`config.mk`:
```
export PLATFORM = sky130hd
export DESIGN_NAME = hazard_ctrl
export DESIGN_NICKNAME = d
export VERILOG_FILES = /design/src/rtl/hazard_ctrl.sv
export SDC_FILE = /design/constraint.sdc
export NUM_CORES = 1
export LEC_CHECK = 0
export BUFFER_PORTS_ARGS = -buffer_cell sky130_fd_sc_hd__buf_2
export CAP_MARGIN = 15
export CORE_ASPECT_RATIO = 0.75
export CORE_MARGIN = 2
export CORE_UTILIZATION = 56
export DETAILED_ROUTE_END_ITERATION = 12
export HOLD_SLACK_MARGIN = 0.15
export PLACE_DENSITY = 0.8
export SYNTH_ARGS = -nofsm -noshare
export SYNTH_HDL_FRONTEND = slang
export SYNTH_SLANG_ARGS = --single-unit
```
`constraint.sdc`:
```
create_clock -name clk -period 1.95 [get_ports clk]
set_input_delay 0.2925 -clock clk [delete_from_list [all_inputs] [get_ports clk]]
set_output_delay 0.2925 -clock clk [all_outputs]
set_load 0.05 [all_outputs]
```
`src/rtl/hazard_ctrl.sv`:
```
// Decode-stage hazard unit: ages writer timing tags through E/M/W, raises stall and picks forwarding sources.
// Optional macro HAZARD_MDU_STALL_EN adds the multiply/divide busy tracker and its stall term.
`timescale 1ns/1ps
module hazard_ctrl #(
  parameter int MULT_CYCLES = 5,
  parameter int DIV_CYCLES  = 10
) (
  input  logic       clk,
  input  logic       reset,
  input  logic       flush,
  input  logic       d_valid,
  input  logic [4:0] d_rs,
  input  logic [4:0] d_rt,
  input  logic [2:0] d_tuse_rs,
  input  logic [2:0] d_tuse_rt,
  input  logic [2:0] d_tnew,
  input  logic [4:0] d_dst,
  input  logic       d_is_md,
  input  logic [1:0] d_md_kind,
  output logic       stall,
  output logic [1:0] fwd_d_rs,
  output logic [1:0] fwd_d_rt,
  output logic [1:0] fwd_e_rs,
  output logic [1:0] fwd_e_rt,
  output logic       md_busy
);

  typedef struct packed {
    logic [4:0] rs;
    logic [4:0] rt;
    logic [4:0] dst;
    logic [2:0] tnew;
  } e_stage_t;

  // Only E needs its sources; M and W are consulted purely as writers.
  e_stage_t   e_q;
  logic [4:0] m_dst;
  logic [2:0] m_tnew;
  logic [4:0] w_dst;
  logic [2:0] w_tnew;
  logic       hazard;
  logic       md_stall;

  function automatic logic [2:0] dec_sat(input logic [2:0] v);
    return (v == 3'd0) ? 3'd0 : v - 3'd1;
  endfunction

  function automatic logic raw_hit(input logic [4:0] dst, input logic [2:0] tnew,
                                   input logic [4:0] src, input logic [2:0] tuse);
    return (src != 5'd0) && (tuse < 3'd5) && (dst == src) && (tnew > tuse);
  endfunction

  // Youngest matching writer decides; a match that is not ready yields 0 and the stall covers it.
  function automatic logic [1:0] pick(input logic [4:0] src, input logic look_e,
                                      input logic [4:0] ed, input logic [2:0] et,
                                      input logic [4:0] md, input logic [2:0] mt,
                                      input logic [4:0] wd, input logic [2:0] wt);
    if (src == 5'd0) return 2'd0;
    if (look_e && ed == src) return (et == 3'd0) ? 2'd1 : 2'd0;
    if (md == src) return (mt == 3'd0) ? 2'd2 : 2'd0;
    if (wd == src) return (wt == 3'd0) ? 2'd3 : 2'd0;
    return 2'd0;
  endfunction

  always_ff @(posedge clk) begin
    if (reset || flush) begin
      e_q    <= '0;
      m_dst  <= '0;
      m_tnew <= '0;
      w_dst  <= '0;
      w_tnew <= '0;
    end else begin
      if (stall || !d_valid) begin
        e_q <= '0;
      end else begin
        e_q <= '{rs: d_rs, rt: d_rt, dst: d_dst, tnew: dec_sat(d_tnew)};
      end
      m_dst  <= e_q.dst;
      m_tnew <= dec_sat(e_q.tnew);
      w_dst  <= m_dst;
      w_tnew <= dec_sat(m_tnew);
    end
  end

  always_comb begin
    hazard = 1'b0;
    hazard = raw_hit(e_q.dst, e_q.tnew, d_rs, d_tuse_rs)
           | raw_hit(e_q.dst, e_q.tnew, d_rt, d_tuse_rt)
           | raw_hit(m_dst, m_tnew, d_rs, d_tuse_rs)
           | raw_hit(m_dst, m_tnew, d_rt, d_tuse_rt);
  end

  assign stall = hazard | md_stall;

  assign fwd_d_rs = pick(d_rs, 1'b1, e_q.dst, e_q.tnew, m_dst, m_tnew, w_dst, w_tnew);
  assign fwd_d_rt = pick(d_rt, 1'b1, e_q.dst, e_q.tnew, m_dst, m_tnew, w_dst, w_tnew);
  assign fwd_e_rs = pick(e_q.rs, 1'b0, e_q.dst, e_q.tnew, m_dst, m_tnew, w_dst, w_tnew);
  assign fwd_e_rt = pick(e_q.rt, 1'b0, e_q.dst, e_q.tnew, m_dst, m_tnew, w_dst, w_tnew);

`ifdef HAZARD_MDU_STALL_EN
  localparam int MD_MAX = (MULT_CYCLES > DIV_CYCLES) ? MULT_CYCLES : DIV_CYCLES;
  localparam int CW     = $clog2(MD_MAX + 1);

  logic [1:0]    e_md;
  logic [CW-1:0] md_cnt;

  // A start loads the counter on the edge that leaves E; a fresh load overrides any residue.
  always_ff @(posedge clk) begin
    if (reset || flush) begin
      e_md   <= 2'd0;
      md_cnt <= '0;
    end else begin
      e_md <= (stall || !d_valid) ? 2'd0 : d_md_kind;
      if (e_md == 2'd1) begin
        md_cnt <= CW'(MULT_CYCLES);
      end else if (e_md == 2'd2) begin
        md_cnt <= CW'(DIV_CYCLES);
      end else if (md_cnt != '0) begin
        md_cnt <= md_cnt - CW'(1);
      end
    end
  end

  assign md_busy  = (md_cnt != '0);
  assign md_stall = d_is_md & (md_busy | (e_md != 2'd0));
`else
  logic unused_md;
  assign unused_md = ^{d_is_md, d_md_kind};
  assign md_busy   = 1'b0;
  assign md_stall  = 1'b0;
`endif

endmodule

```
# After elaboration in Yosys (flattened, before gate mapping)
# Cells that the tools add are included.
[op_classes] shifts=0 n_reduce_logical=27 div_mod_pow=0 add_sub_neg=3 eq_ne=10 n_bitwise=3 mul=0 magnitude_cmp=6 mux=63
[op_table] cell="2-to-1 mux 2 bit" n=30
[op_table] cell="equality test 5 bit" n=10
[op_table] cell="2-to-1 mux 1 bit" n=33
[op_table] cell="zero test 5 bit" n=4
[op_table] cell="> comparator 3 bit" n=4
[op_table] cell="zero test 3 bit" n=4
[op_table] cell="logical AND 1 bit" n=10
[op_table] cell="nonzero test 5 bit" n=2
[op_table] cell="subtractor 3 x 1 -> 3 bit (second input constant)" n=3
[op_table] cell="< comparator 3 bit (second input constant)" n=2
[op_table] cell="OR reduction 2 bit" n=3
[op_table] cell="bitwise OR 1 bit" n=3
[op_table] cell="OR reduction 3 bit" n=1
[op_table] cell="logical OR 1 bit" n=2
[op_table] cell="zero test 1 bit" n=1
[totals] word_cells=120 rom_bits=0 out_inout_bits=10 regBits=34 latchBits=0 in_bits=31 memories=0 ramBits=0

# Depth between registers and ports, before layout
# Gate-level depths: netlist (run 1).
[logic_depth] depth_word=12 depth_mapped=8 depth_no_buf=7

# Least setup slack after synthesis (run 1)
# No wires, ideal clock.
[synth_path] path_kind="register -> output" start="reg w_dst[1]" end="out fwd_e_rs[1]" stages_incl_launch_ff=6 arrival_time_ns=2.330 required_time_ns=1.657 n_path_buf=1 setup_slack_ns=-0.673 cell_sequence="dfxtp_1 clkbuf_1 xnor2_1 nand4_1 nor3_1 a31o_2"
[synth_between] elab_chain_cells=7 word_cells_on_any_way=8 classes_between="eq/ne (1); mux (7)"
[synth_rtl] element="start, declared" line="39" rtl="logic [4:0] w_dst;"
[synth_rtl] element="start signal, assigned" line="80" rtl="w_dst <= m_dst;"
[synth_rtl] element="equality test 5 bit (*)" line="61" rtl="if (wd == src) return (wt == 3'd0) ? 2'd3 : 2'd0;"
[synth_rtl] element="2-to-1 mux 1 bit (2 in a row)" line="61"
[synth_rtl] element="2-to-1 mux 1 bit" line="59" rtl="if (look_e && ed == src) return (et == 3'd0) ? 2'd1 : 2'd0;"
[synth_rtl] element="2-to-1 mux 2 bit (*)" line="62" rtl="return 2'd0;"
[synth_rtl] element="2-to-1 mux 2 bit (*)" line="61"
[synth_rtl] element="2-to-1 mux 2 bit (*)" line="59"
[synth_rtl] element="end, declared" line="23" rtl="output logic [1:0] fwd_e_rs,"
# Every way passes the cells marked *; elsewhere a longest branch is shown, timed or not. The select of a mux whose other input is x is not followed.

# Worst setup path in the final report (run 1)
[layout_path] start="reg m_tnew[1]" end="out stall"
[layout_between] elab_chain_cells=4 word_cells_on_any_way=6 classes_between="order compare (2); bitwise (2); reduce/logical (2)"
[layout_rtl] element="start, declared" line="38" rtl="logic [2:0] m_tnew;"
[layout_rtl] element="start signal, assigned" line="79" rtl="m_tnew <= dec_sat(e_q.tnew);"
[layout_rtl] element="> comparator 3 bit" line="50" rtl="return (src != 5'd0) && (tuse < 3'd5) && (dst == src) && (tnew > tuse);"
[layout_rtl] element="logical AND 1 bit" line="50"
[layout_rtl] element="bitwise OR 1 bit" line="89" rtl="| raw_hit(m_dst, m_tnew, d_rs, d_tuse_rs)"
[layout_rtl] element="bitwise OR 1 bit (*)" line="90" rtl="| raw_hit(m_dst, m_tnew, d_rt, d_tuse_rt);"
[layout_rtl] element="end, declared" line="20" rtl="output logic stall,"
# Every way passes the cells marked *; elsewhere a longest branch is shown, timed or not.

==> out/results.ini, run 1 <==
[timing]
rsz0062_at_grt=true
fin_crit_ns=2.37
setup_viol=7
drv_slew=0
fin_setup_tns_ns=-1.33
fin_ws_ns=-0.415
timing.fmax_mhz=423
finClkSkew_ns=0.00381
final-hold-violation-count=0
timing.final.crit_share=1.21

[setup_path]
r2r_slack_ns=0.02
crit_start=m_tnew[1]$_SDFF_PP0_
timing.rr.start=m_dst[2]$_SDFF_PP0_
cp.required_ns=1.66
r2r_cells=6
crit_type=reg -> out
cp-end-kind=output port
cpMaxStageDelayCell=dfxtp_4
critPathMaxStageDelay_ns=0.37
crit_path_cell_trace=ha_4, nor2b_4, o21a_1, o2111ai_4, o22ai_4, or3_4, buf_8
reg2reg_to=e_q[12]$_SDFF_PP0_
cp_max_fo=3
startpoint_type=flip-flop
crit_arrival_ns=2.07

[floorplanning]
start_util=0.584
die_y_um=60.5
die-area_um2=4800
dieWidth_um=79.3
num_rows=20
core-area_um2=4080
ioPinCount=41

[grt]
grt.total_usage=0.348
grt_pass1_vias=2430
grt_first_pass_wirelength_um=12300
grt.overflow.total=0
grt_max_degree=19
antenna_found_initial=0

[synth]
synth_warnings=0
async_flop_share=0
synth_area_leader_cell=dfxtp_1
synth_cells=271
ys_top_cells_by_count=dfxtp_1 (34), xnor2_1 (31), nand2_1 (24)
synth_edf_count=0
avgSynthCellArea_um2=8.79
yosys.cell_count.top_type=dfxtp_1
synth.area.top_cells=dfxtp_1 (29%), xnor2_1 (11%), ha_1 (9.5%)
synth_top_area_frac=0.286
ys_dominant_reg_cell=dfxtp_1
synth-seq-cells=34
synth_fp_nets=320
ys_seq_area_frac=0.286
netlist_area_um2=2380
ys_types=41

[cells_and_area]
stdcell_count=393
seq_area_um2=708
fin_nets=386
multi_input_area_um2=1830
drive_above_1_share=0.488
final_util=0.828
area_growth_pct=41.8
final_area_um2=3380
fillers=216
n_antenna_cell=0

[route]
num_vias=2416
wl_per_cell_um=21.4
postRouteAntennaNets=0
drt_iter0_markers=359
vias_per_cell=6.15
dr.pass1.iters=5
wirelength_um=8420
drc=0

[place]
place_congestion=0.861
dp_hpwl_um=4880
place_area_um2=2930
placed_cells=384
buffer_ports.inserted=36

[pwr]
power.density_nw_per_um2=558
p_leak_uw=0.00144
ir_worst_vdd_v=0.000491

[min_path]
hold_class=in -> reg
min-delay-start=d_dst[0]
holdPathStages=3
whs_endpoint=e_q[3]$_SDFF_PP0_

[clock_network]
clock_sinks=34
cts-htree-levels=2
cts_tree=yes
clock_path_buffers=2
numCtsBuffers=5
cts_root_buf=clkbuf_8
clkTransAtPathRegs_ns=0.08
clock_latency_ns=0.30

[job]
maxCapViolCount=0

[outcome]
violations=negative setup slack
status=complete, but fails checks

critical path: cells and delay by family, from the launching register on:
kind	cells	cell delay (ns)
simple gates	2	0.48
flops	1	0.37
buf+inv	1	0.16
fa+ha+maj	1	0.22
compound gates	3	0.54
worst max-delay path by stage:
stage,to
6_report,stall
2_1_floorplan,stall
3_5_place_dp,stall
5_1_grt,stall
4_1_cts,stall
3_3_place_gp,stall
state kept, by name, summed over array words and instances, names as in the netlist:
signal,flops
e_q,18
m_dst,5
w_dst,5
m_tnew,3
w_tnew,3
metrics by stage:
step                worst slack (ns)  hold slack, ns  power (uW)
floorplan                    -0.0284           0.401         990
global placement              -0.265           0.413        1110
detailed placement            -0.267           0.428        1120
CTS                           -0.347           0.201        1820
global route                  -0.442           0.203        1930
finish                        -0.415           0.204        1880
per-layer routing:
metal,GRT usage,up-vias,share of wire
met2,0.575,191,0.46
met5,0,-,0
met4,0.131,0,0.038
met1,0.446,1135,0.38
li1,-,1046,-
met3,0.0952,44,0.13
layout by cell type, fill, tap and decap left out, types with 8 or more instances in the layout:
cell type	instances
xnor2_1	24
nand2_1	24
nand3_1	11
nor3_2	8
nor2_1	8
nor4_2	10
dfxtp_1	22
xor2_1	14
and2_1	11
buf_6	11
buf_2	27
inv_1	13
ha_1	12
buf_4	41
repair_timing:
item | 4_1_cts | 5_1_grt
endpoints found under the setup margin | 10 | 27
pin swaps | 20 | 7
buffers inserted | 1 | 2
hold buffers | 0 | 0
gates resized for setup | 55 | 21
cell type report:
class | count | share of cell area
Multi-Input combinational cell | 200 | 0.543
Sequential cell | 34 | 0.210
Timing Repair Buffer | 81 | 0.177
Clock buffer | 5 | 0.0204
Tap cell | 55 | 0.0204
Inverter | 15 | 0.0167
Clock inverter | 3 | 0.0133
cell families (layout without fill, tap and decap cells):
group	after synthesis	count (layout)	share of synthesized area
and+or+nand+nor	110	110	0.280
buffers and inverters	37	104	0.0698
DFF	34	34	0.286
xor gates and xnor gates	50	50	0.184
adders and majority gates	18	18	0.0945
other	1	1	0.00157
AOI/OAI and AO/OA	18	18	0.0709
muxes	3	3	0.0131
power breakdown:
part           switching, uW  leakage (uW)  internal [uW]
clock                    306     0.0000504            380
combinational            264       0.00110            208
sequential              20.9      0.000283            704
total                    591       0.00144           1290
No activity file was read; power rests on OpenSTA's default activity.
==> run 2, diff against run 1 <==
--- a/config.mk
+++ b/config.mk
@@ -13,6 +13,7 @@
 export DETAILED_ROUTE_END_ITERATION = 12
 export HOLD_SLACK_MARGIN = 0.15
 export PLACE_DENSITY = 0.8
+export RECOVER_POWER = 50
 export SYNTH_ARGS = -nofsm -noshare
 export SYNTH_HDL_FRONTEND = slang
 export SYNTH_SLANG_ARGS = --single-unit
==> run 2 against run 1 <==
The run still ends with negative setup slack left. Worst setup slack better by 0.0055 ns. Routed wire length fell by 0.27%. Via count rose by 1.2%.
==> out/results.ini, run 2 (synthesis results as in run 1) <==
[timing]
holdWs_ns=0.204
fin_setup_tns_ns=-1.56
setup_viol=7
final-hold-violation-count=0
slew-limit-headroom=0.652
timing.fmax_mhz=424
finClkSkew_ns=0.00396
tightest_slew_ns=0.523
fin_ws_ns=-0.410
drv_slew=0
timing.final.crit_share=1.21
fin_crit_ns=2.36
rsz0062_at_grt=true

[floorplanning]
ioPinCount=41
dieWidth_um=79.3
die-area_um2=4800
die_y_um=60.5
core-area_um2=4080
num_rows=20
start_util=0.584

[place]
placed_cells=384
place_area_um2=2930
dp_worst_setup_slack_ns=-0.267
place_congestion=0.861
buffer_ports.inserted=36
dp_hpwl_um=4880

[cells_and_area]
multi_input_area_um2=1820
final_area_um2=3360
largest_reg_flops=18
n_antenna_cell=0
fillers=219
mostFrequentLayoutCell=buf_4
area_growth_pct=41.1
final_cell_mix=buf_4 (40), buf_2 (27), xnor2_1 (24), nand2_1 (24), dfxtp_1 (23)
drive_above_1_share=0.476
stdcell_count=393
reg_top3=e_q (18), m_dst (5), w_dst (5)
top_register=e_q
fin_nets=386
seq_area_um2=707

[route]
dr_wl_met3_um=977
num_vias=2444
met2_length_um=3800
top_layer=met4
dr.pass1.iters=6
drt_iter0_markers=352
vias_per_cell=6.22
wirelength_um=8390
postRouteAntennaNets=0
wl_per_cell_um=21.4
drc=0
met1_length_um=3260

[clock_network]
cts_root_buf=clkbuf_8
cts_hold_buffers=0
clock_latency_ns=0.30
cts-htree-levels=2
clock_sinks=34
numCtsBuffers=5
clkTransAtPathRegs_ns=0.08
cts_tree=yes
clock_path_buffers=2

[pwr]
ir_worst_vdd_v=0.000492
power.density_nw_per_um2=558
p_leak_uw=0.00142

[grt]
grt_max_degree=19
antenna_found_initial=0
grt.total_usage=0.348
grt.overflow.total=0
grt_first_pass_wirelength_um=12300
grt_pass1_vias=2430

[outcome]
violations=negative setup slack
status=complete, but fails checks

[setup_path]
crit_arrival_ns=2.07
cp_max_fo=3
cp.required_ns=1.66
startpoint_type=flip-flop
crit_type=reg -> out
cp-end-kind=output port

[min_path]
hold_class=in -> reg

[job]
maxCapViolCount=0

## run 2: changes by cell type in the layout (fill, tap and decap cells not counted), sizes merged
cell    previous run  this run
clkbuf             5         6
buf               81        80
## run 2: path summary, 6_finish.rpt
check / cells after the start / endpoint / start / slack, ns
max: 7 / stall / m_tnew[1]$_SDFF_PP0_ / -0.41
min: 3 / e_q[3]$_SDFF_PP0_ / d_dst[0] / 0.20
max reg2reg: 8 / e_q[12]$_SDFF_PP0_ / e_q[0]$_SDFF_PP0_ / 0.02
min reg2reg: 1 / w_tnew[0]$_SDFF_PP0_ / m_tnew[0]$_SDFF_PP0_ / 0.46
## run 2: routing by layer
layer	GRT usage	up-vias
met1	0.446	1154
met2	0.575	200
met5	0	-
met3	0.0952	43
li1	-	1047
met4	0.131	0
## run 2: power by group
group | switching [uW] | total, uW | internal (uW)
clock network | 303 | 683 | 380
logic | 261 | 466 | 205
registers | 21.4 | 725 | 704
total | 585 | 1870 | 1290
## run 2: critical path, cell delays in order, from the launching register on
cell	delay (ns)
dfxtp_4	0.37
ha_4	0.22
nor2b_4	0.12
o21a_1	0.20
o2111ai_4	0.23
o22ai_4	0.11
or3_4	0.36
buf_8	0.16
## run 2: stage by stage
stage,util,total power [uW]
CTS,0.800,1820
global route,0.824,1930
floorplan,-,990
detailed placement,0.718,1120
global placement,0.718,1110
finish,0.824,1870
## run 2: final cells by class
cell class              instances  share of cell area
multi-input cells             200               0.542
flip-flops and latches         34               0.210
repair buffers                 81               0.176
clock buffers                   5              0.0205
well taps                      55              0.0205
inverters                      15              0.0167
clock inverters                 3              0.0134
## run 2: repair_timing
action / in CTS / in global routing
setup buffers: 1 / 2
resized for setup: 55 / 21
setup endpoints to repair: 10 / 27
pin swaps: 20 / 7
